**config.mk**
```make
export PLATFORM = sky130hd
export DESIGN_NAME = cpu_run_ctrl
export DESIGN_NICKNAME = d
export VERILOG_FILES = /design/src/rtl/cpu_run_ctrl.sv
export SDC_FILE = /design/constraint.sdc
export NUM_CORES = 1
export LEC_CHECK = 0
export BUFFER_PORTS_ARGS = -buffer_cell sky130_fd_sc_hd__buf_2
export CORE_UTILIZATION = 28
export CTS_BUF_LIST = sky130_fd_sc_hd__clkbuf_2
export DETAILED_ROUTE_END_ITERATION = 8
export GPL_TIMING_DRIVEN = 0
export PLACE_DENSITY_LB_ADDON = 0.08
export REMOVE_ABC_BUFFERS = 1
export SLEW_MARGIN = 5
export SYNTH_ARGS = -nofsm -noshare
export SYNTH_HDL_FRONTEND = slang
export SYNTH_SLANG_ARGS = --single-unit
```
**constraint.sdc**
```tcl
create_clock -name clk -period 3.5 [get_ports clk]
set_input_delay 0 -clock clk [delete_from_list [all_inputs] [get_ports clk]]
set_output_delay 0 -clock clk [all_outputs]
set_load 0.01 [all_outputs]
```
**src/rtl/cpu_run_ctrl.sv**
```systemverilog
// Run/step controller for the picoMIPS core: issues a one-cycle clock-enable
// to the cpu according to a switch-selected halt/step/slow/fast mode.
module cpu_run_ctrl #(
    parameter int unsigned DIV      = 5_000_000,
    parameter int unsigned DEBOUNCE = 500_000,
    parameter int unsigned CNT_W    = 16
) (
    input  logic             clk,
    input  logic             reset,
    input  logic [1:0]       mode,
    input  logic             step_btn,
    input  logic             halt_req,
    output logic             cpu_en,
    output logic             running,
    output logic             halted,
    output logic [CNT_W-1:0] en_count
);

    localparam int unsigned DIV_W = (DIV > 1) ? $clog2(DIV) : 1;
    localparam int unsigned DB_W  = (DEBOUNCE > 1) ? $clog2(DEBOUNCE) : 1;

    typedef enum logic [2:0] {
        S_HALT,
        S_STEP,
        S_SLOW,
        S_FAST,
        S_DONE
    } state_t;

    logic [1:0]       mode_m, mode_s;
    logic             btn_m, btn_s;
    logic             btn_db, btn_db_q;
    logic [DB_W-1:0]  db_cnt;
    logic             step_evt;
    state_t           state, state_nxt;
    logic [DIV_W-1:0] div_cnt, div_nxt;
    logic             cpu_en_nxt;

    // Two-flop synchronizers for the asynchronous switch and button inputs.
    always_ff @(posedge clk or posedge reset) begin
        if (reset) begin
            mode_m <= '0;
            mode_s <= '0;
            btn_m  <= 1'b0;
            btn_s  <= 1'b0;
        end else begin
            mode_m <= mode;
            mode_s <= mode_m;
            btn_m  <= step_btn;
            btn_s  <= btn_m;
        end
    end

    // Accept a new button level only after it has differed for DEBOUNCE cycles.
    always_ff @(posedge clk or posedge reset) begin
        if (reset) begin
            db_cnt   <= '0;
            btn_db   <= 1'b0;
            btn_db_q <= 1'b0;
        end else begin
            btn_db_q <= btn_db;
            if (btn_s == btn_db) begin
                db_cnt <= '0;
            end else if (db_cnt == DB_W'(DEBOUNCE - 1)) begin
                btn_db <= btn_s;
                db_cnt <= '0;
            end else begin
                db_cnt <= db_cnt + DB_W'(1);
            end
        end
    end

    assign step_evt = btn_db & ~btn_db_q;

    // Next state, divider and enable; a halt request on an issued enable outranks everything.
    always_comb begin
        state_nxt  = state;
        cpu_en_nxt = 1'b0;
        div_nxt    = '0;

        if (cpu_en && halt_req) begin
            state_nxt = S_DONE;
        end else if (state == S_DONE) begin
            if (mode_s == 2'b00) state_nxt = S_HALT;
        end else begin
            case (mode_s)
                2'b00:   state_nxt = S_HALT;
                2'b01:   state_nxt = S_STEP;
                2'b10:   state_nxt = S_SLOW;
                default: state_nxt = S_FAST;
            endcase
        end

        case (state_nxt)
            S_FAST: cpu_en_nxt = 1'b1;
            S_STEP: cpu_en_nxt = (state == S_STEP) && step_evt;
            S_SLOW: begin
                if (state == S_SLOW) begin
                    if (div_cnt == DIV_W'(DIV - 1)) begin
                        cpu_en_nxt = 1'b1;
                    end else begin
                        div_nxt = div_cnt + DIV_W'(1);
                    end
                end
            end
            default: ;
        endcase
    end

    always_ff @(posedge clk or posedge reset) begin
        if (reset) begin
            state    <= S_HALT;
            div_cnt  <= '0;
            cpu_en   <= 1'b0;
            running  <= 1'b0;
            halted   <= 1'b0;
            en_count <= '0;
        end else begin
            state    <= state_nxt;
            div_cnt  <= div_nxt;
            cpu_en   <= cpu_en_nxt;
            running  <= (state_nxt == S_SLOW) || (state_nxt == S_FAST);
            halted   <= (state_nxt == S_DONE);
            en_count <= en_count + CNT_W'(cpu_en);
        end
    end

endmodule

```
==> results_dict.tcl, run 1 <==
set metrics [dict create \
    critPathTopFamily "simple AND/OR/NAND/NOR gates" \
    cts_resized 0 \
    irDropWorstVdd_mv 0.222 \
    fmax_mhz 431 \
    postCtsHoldBufs 6 \
    setup_violations 0 \
    p_int_w 0.00101 \
    wl_per_cell_um 13.6 \
    synth-async-reset-ratio_pct 100 \
    dpl.hpwl_mm 4.40 \
    yosys_register_bits 72 \
    clockBufferDepth 2 \
    ios 25 \
    numPortBuffers 24 \
    core_sq_um 11500 \
    startpoint_type "flip-flop" \
    pwr-share-comb_pct 9.0 \
    start_util_pct 28.8 \
    clock_skew_ns 0.0330 \
    synth.top_cells.by_count "72 x dfrtp_1, 32 x xnor2_1, 29 x nor2_1" \
    seqPwrFrac_pct 65.4 \
    avgViaCountPerCell 4.78 \
    h-tree-depth 3 \
    worstSkewPairLatency_ns 0.51 \
    crit_chain "or4_1 -> or4_1 -> o21ai_4 -> nor2_1" \
    fin_crit_sh_pct 66.3 \
    path_depth 4 \
    die_w_um 111 \
    n_antenna_cell 0 \
    slew_headroom_pct 28.8 \
    worstPathArrival_ns 2.69 \
    rrSetupSlack_ns 1.18 \
    yosysSeqAreaShare_pct 54.6 \
    crit_buf_inv 0 \
    rr_worst_depth 4 \
    fin_setup_tns_ns 0 \
    grt-ovfl-total 0 \
    dominantRegCellSynth "dfrtp_1" \
    cts_root_buf "clkbuf_2" \
    drt_wl_total_mm 6.60 \
    cts_buffers 9 \
    clock-sinks 72 \
    critPathMaxStageDelay_ns 0.58 \
    finalPower_w 0.00140 \
    grt_max_degree 62 \
    p_clk_share_pct 25.6 \
    yosys_warnings 0 \
    synthMuxAreaShare_pct 0.341 \
    yosysMostFrequentCell "dfrtp_1" \
    place.gp.congestion 0.712 \
    yosys.area_share.simple_pct 24.4 \
    syn_to_final_growth_pct 12.5 \
    hp-class "input pin to flip-flop" \
    hold_viol_final 0 \
    cts_setup_buffers 0 \
    criticalPathCategory "flip-flop to flip-flop" \
    fin_nets 351 \
    synth_compound_area_share_pct 5.99 \
    synth.avg_cell_area_sq_um 10.8 \
    antenna_found_initial 0 \
    placed_cells 467 \
    synth_top_family_by_area "simple AND/OR/NAND/NOR gates" \
    synth_top_area_share_pct 54.6 \
    hold-path-cell-count 2 \
    die_h_um 111 \
    fin_crit_ns 2.32 \
    power_density_nw_per_um2 377 \
    synth_top_area_cell "dfrtp_1" \
    syn_area_sq_um 3300 \
    switching_share_pct 28.0 \
    synthXorXnorAreaFrac_pct 10.9 \
    p_switching_w 0.000391 \
    grt_pass1_vias 2352 \
    final_cells 486 \
    cp-end-kind "flip-flop" \
    row_count 39 \
    drive_gt1_share_pct 16.6 \
    design.die.area_sq_um 12200 \
    postSynthCellCount 305 \
    grt_pass1_wl_mm 11.5 \
    required_ns 3.87 \
    rsz0062_at_grt "no" \
    status "finished, final reports clean" \
    num_vias 2322 \
    cellLeakagePower_nw 1.52 \
    synth_cell_type_count 38 \
    synth_fa_ha_area_share_pct 1.52 \
    tightest_slew_ns 1.06 \
    critPathMaxFanout 19 \
    slew_viol_final 0 \
    drcViolationCount 0 \
    path_common_cell "or4_1" \
    drt_iter0_drc 133 \
    synth_edf_count 0 \
    antenna_left 0 \
    path_clk_slew_ns 0.19 \
    grt_use_total_pct 11.9 \
    synth_area_leaders "dfrtp_1 55%, xnor2_1 8.5%, nor2_1 3.3%" \
    drv_cap 0 \
    crit_slowest_cell "o21ai_4" \
    dr.pass1.iters 4 \
    cts_tree "built" \
]
[flip-flops by register name, indices dropped and copies added (netlist names)]
signal and flops:
cpu_en 1, btn_m 1, btn_db 1, running 1, mode_s 2, halted 1, mode_m 2, btn_s 1
db_cnt 19, div_cnt 23, state 3, btn_db_q 1, en_count 16
[cell type report]
cell class	count	area, sq um
fill	1203	7760
timing repair buffer	31	208
clock inverter	3	12.5
multi-input combinational	218	1420
tap	143	179
clock buffer	10	50.0
sequential	72	1800
inverter	9	36.3
[power groups by stage]
| stage | clock (W) | sequential (W) | combinational (W) |
|---|---|---|---|
| after floorplan | 0 | 0.000938 | 0.0000545 |
| after global placement | 0 | 0.000932 | 0.000119 |
| after detailed placement | 0 | 0.000932 | 0.000125 |
| after CTS | 0.000384 | 0.000917 | 0.000130 |
| after global routing | 0.000418 | 0.000924 | 0.000142 |
| final | 0.000358 | 0.000916 | 0.000126 |
[stage by stage]
step | util, % | cell area, sq um | worst slack [ns] | hold slack [ns]
6_report | 32.4 | 3710 | 1.18 | 0.121
5_1_grt | 32.4 | 3710 | 1.02 | 0.0788
4_1_cts | 32.4 | 3710 | 1.15 | 0.0720
3_5_place_dp | 31.3 | 3590 | 1.18 | -0.0697
3_3_place_gp | 31.0 | 3560 | 0.561 | 0.108
2_1_floorplan | - | 3260 | 1.47 | 0.0314
[routing by layer]
metal  global-route usage [%]  part of all wire, %  vias up
li1                         -                    -     1154
met1                     15.7                   51     1120
met2                     18.0                   44       40
met3                     3.35                  3.6        8
met4                     5.33                  1.4        0
met5                        0                    0        -
[kinds of logic (layout without fill, tap and decap cells)]
group,after synthesis,in the layout
flip-flops,72,72
XOR/XNOR,41,41
multiplexers,1,1
adder cells (fa/ha/maj),4,4
buffers and inverters,15,53
AND/OR/NAND/NOR,143,143
AO/OA/AOI/OAI,29,29
[placed cells by master (no fill, tap or decap), types with 3 or more instances in the layout]
cell type	instances
dlygate4sd3_1	6
nor4_1	8
and2_1	3
o31ai_1	3
nor2_1	29
nand3_1	19
and4_1	6
nor2_2	10
inv_1	8
or3_1	6
dfrtp_1	72
ha_1	4
o21ai_0	10
a21oi_1	11
buf_2	24
nand2_1	17
and3_1	7
xor2_1	9
xnor2_1	32
nand4_1	13
nor3_1	7
clkbuf_2	10
or4_1	7
[path summary, 6_finish.rpt]
path / startpoint / end
setup / recovery: div_cnt[10]$_DFF_PP0_ / div_cnt[6]$_DFF_PP0_
setup reg to reg: div_cnt[10]$_DFF_PP0_ / div_cnt[6]$_DFF_PP0_
hold reg to reg: btn_m$_DFF_PP0_ / btn_s$_DFF_PP0_
min in group asynchronous: reset / en_count[15]$_DFF_PP0_
max in group asynchronous: reset / db_cnt[3]$_DFF_PP0_
hold / removal: mode[1] / mode_m[1]$_DFF_PP0_
Power figures use the tool's default switching activity.
==> inputs of run 2 (changes only) <==
--- a/config.mk
+++ b/config.mk
@@ -5,6 +5,7 @@
 export SDC_FILE = /design/constraint.sdc
 export NUM_CORES = 1
 export LEC_CHECK = 0
+export ABC_AREA = 1
 export BUFFER_PORTS_ARGS = -buffer_cell sky130_fd_sc_hd__buf_2
 export CORE_UTILIZATION = 28
 export CTS_BUF_LIST = sky130_fd_sc_hd__clkbuf_2
==> constraint.sdc (replaced) <==
create_clock -name clk -period 2.39 [get_ports clk]
set_input_delay 0 -clock clk [delete_from_list [all_inputs] [get_ports clk]]
set_output_delay 0 -clock clk [all_outputs]
set_load 0.01 [all_outputs]
==> results_dict.tcl, run 2 <==
set metrics [dict create \
    largest_reg_flops 23 \
    dominantRegCellSynth "dfrtp_1" \
    synth_cell_type_count 29 \
    syn_area_sq_um 3560 \
    design_area_sq_um 4150 \
    grt_use_total_pct 12.8 \
    die_h_um 115 \
    antenna_found_initial 0 \
    criticalPathCategory "flip-flop to flip-flop" \
    setup_violations 0 \
    clockBufferDepth 2 \
    syn_to_final_growth_pct 16.4 \
    hp-start "mode[0]" \
    numPortBuffers 24 \
    top_register "div_cnt" \
    yosysMostFrequentCell "nand2_1" \
    finalPower_w 0.00247 \
    cts_root_buf "clkbuf_2" \
    min_to "mode_m[0]$_DFF_PP0_" \
    seqPwrFrac_pct 53.8 \
    crit_chain "xnor2_1 -> nor2_1 -> inv_2 -> nor2_1" \
    fin_crit_ns 1.93 \
    yosys_register_bits 72 \
    pwr-share-comb_pct 7.8 \
    crit_slowest_cell "xnor2_1" \
    die_w_um 115 \
    wl_met2_mm 3.00 \
    fin_nets 481 \
    regToRegStartpoint "btn_db$_DFFE_PP0P_" \
    rsz0062_at_grt "no" \
    mostFrequentLayoutCells "94 x nand2_1, 87 x nor2_1, 72 x dfrtp_1, 43 x inv_1, 24 x buf_2" \
    path_common_cell "nor2_1" \
    hold-path-cell-count 2 \
    core_sq_um 12200 \
    drive_gt1_share_pct 16.0 \
    wl_met3_um 254 \
    slew_headroom_pct 32.6 \
    ios 25 \
    pre_cts_ws_ns 0.392 \
    critPathMaxStageDelay_ns 0.82 \
    grt_pass1_vias 2622 \
    synth.avg_cell_area_sq_um 8.31 \
    startpoint_type "flip-flop" \
    grt_max_degree 42 \
    required_ns 2.85 \
    design.die.area_sq_um 13200 \
    synth.top_cells.by_count "94 x nand2_1, 87 x nor2_1, 72 x dfrtp_1" \
    synth-async-reset-ratio_pct 100 \
    worstPathArrival_ns 2.39 \
    fillers 1314 \
    setup_ws_ns 0.460 \
    drcViolationCount 0 \
    switching_share_pct 26.3 \
    synth_top_area_share_pct 50.5 \
    slew_viol_final 0 \
    avgViaCountPerCell 4.22 \
    tightest_slew_ns 1.00 \
    postSynthCellCount 429 \
    hold_viol_final 0 \
    grt_pass1_wl_mm 12.8 \
    top_regs "div_cnt: 23 flops, db_cnt: 19 flops, en_count: 16 flops" \
    fin_setup_tns_ns 0 \
    fmax_mhz 518 \
    dpl.hpwl_mm 5.24 \
    cts_tree "built" \
    highest_layer "met4" \
    cellLeakagePower_nw 1.81 \
    cp-end-kind "flip-flop" \
    power_density_nw_per_um2 596 \
    p_int_w 0.00182 \
    hold_ws_ns 0.0823 \
    antenna_left 0 \
    place_area_sq_um 3900 \
    synth_top_area_cell "dfrtp_1" \
    place.gp.congestion 0.749 \
    path_clk_slew_ns 0.22 \
    n_antenna_cell 0 \
    hp-class "input pin to flip-flop" \
    drt_wl_total_mm 7.41 \
    h-tree-depth 3 \
    drt-met1-wl_mm 4.04 \
    wl_per_cell_um 11.5 \
    row_count 40 \
    clock_skew_ns 0.0442 \
    p_clk_share_pct 38.4 \
    clock-sinks 72 \
    fin_crit_sh_pct 80.8 \
    start_util_pct 29.2 \
    synth_edf_count 0 \
    critPathMaxFanout 11 \
    synth_area_leaders "dfrtp_1 51%, nand2_1 9.9%, nor2_1 9.2%" \
    rr_worst_depth 4 \
    rrSetupSlack_ns 0.46 \
    grt-ovfl-total 0 \
    rr_endpoint "db_cnt[13]$_DFF_PP0_" \
    irDropWorstVdd_mv 0.215 \
    yosysSeqAreaShare_pct 50.5 \
    cts_setup_buffers 0 \
    yosys_warnings 0 \
    status "finished, final reports clean" \
    dr.pass1.iters 4 \
    cts_buffers 9 \
    final_common_cell "nand2_1" \
    worstSkewPairLatency_ns 0.58 \
    drt_iter0_drc 120 \
    drv_cap 0 \
    num_vias 2720 \
    p_switching_w 0.000649 \
]
-- run 2: critical path: cells and delay by family, from the launching register on --
family | cells | cell delay, ns
buf+inv | 1 | 0.20
xor+xnor | 1 | 0.82
flops | 1 | 0.47
simple gates | 2 | 0.35
-- run 2: routing by layer --
layer  vias to the layer above  GRT usage (%)
met2                        45           18.4
met4                         0           4.94
met1                      1250           17.5
met3                         9           4.43
li1                       1416              -
met5                         -              0
-- run 2: stage by stage --
step	std cells	util (%)
floorplan	427	-
global placement	619	31.7
detailed placement	620	31.9
CTS	644	34.0
global route	644	34.0
finish	644	34.0
-- run 2: worst max-delay path by stage --
| stage | from | endpoint | slack [ns] | depth (start not counted) |
|---|---|---|---|---|
| finish | btn_db$_DFFE_PP0P_ | db_cnt[13]$_DFF_PP0_ | 0.46 | 4 |
| global route | btn_db$_DFFE_PP0P_ | db_cnt[13]$_DFF_PP0_ | 0.20 | 4 |
| CTS | btn_db$_DFFE_PP0P_ | db_cnt[13]$_DFF_PP0_ | 0.36 | 4 |
| detailed placement | btn_db$_DFFE_PP0P_ | db_cnt[13]$_DFF_PP0_ | 0.39 | 4 |
| global placement | reset | div_cnt[12]$_DFF_PP0_ | -0.58 | 2 |
| floorplan | reset | btn_db$_DFFE_PP0P_ | 0.57 | 1 |
-- run 2: layout make-up --
cell class	count	area, sq um	area share [%]
timing repair buffer	33	228	5.49
multi-input combinational	308	1560	37.7
clock inverter	6	116	2.81
tap	168	210	5.07
clock buffer	10	50.0	1.21
sequential	72	1800	43.4
inverter	47	179	4.31
-- run 2: repair_timing --
action	in CTS	in global routing
hold buffers	8	0
endpoints found under the setup margin	0	0
gates resized for setup	0	0
hold endpoints to repair	85	0
-- run 2: power groups by stage --
stage | clock network (W) | logic [W] | registers (W)
finish | 0.000950 | 0.000192 | 0.00133
global route | 0.00104 | 0.000224 | 0.00134
CTS | 0.000996 | 0.000198 | 0.00133
detailed placement | 0 | 0.000189 | 0.00135
global placement | 0 | 0.000180 | 0.00135
floorplan | 0 | 0.0000842 | 0.00137
-- run 2: kinds of logic (layout without fill, tap and decap cells) --
kind of cell               Yosys count  after routing  synth area share (%)
buffers and inverters               49             96                  5.62
xor gates and xnor gates            29             29                  7.13
adders and majority gates            4              4                  1.40
DFF                                 72             72                  50.5
AOI/OAI and AO/OA                   20             20                  3.23
and+or+nand+nor                    255            255                  32.1
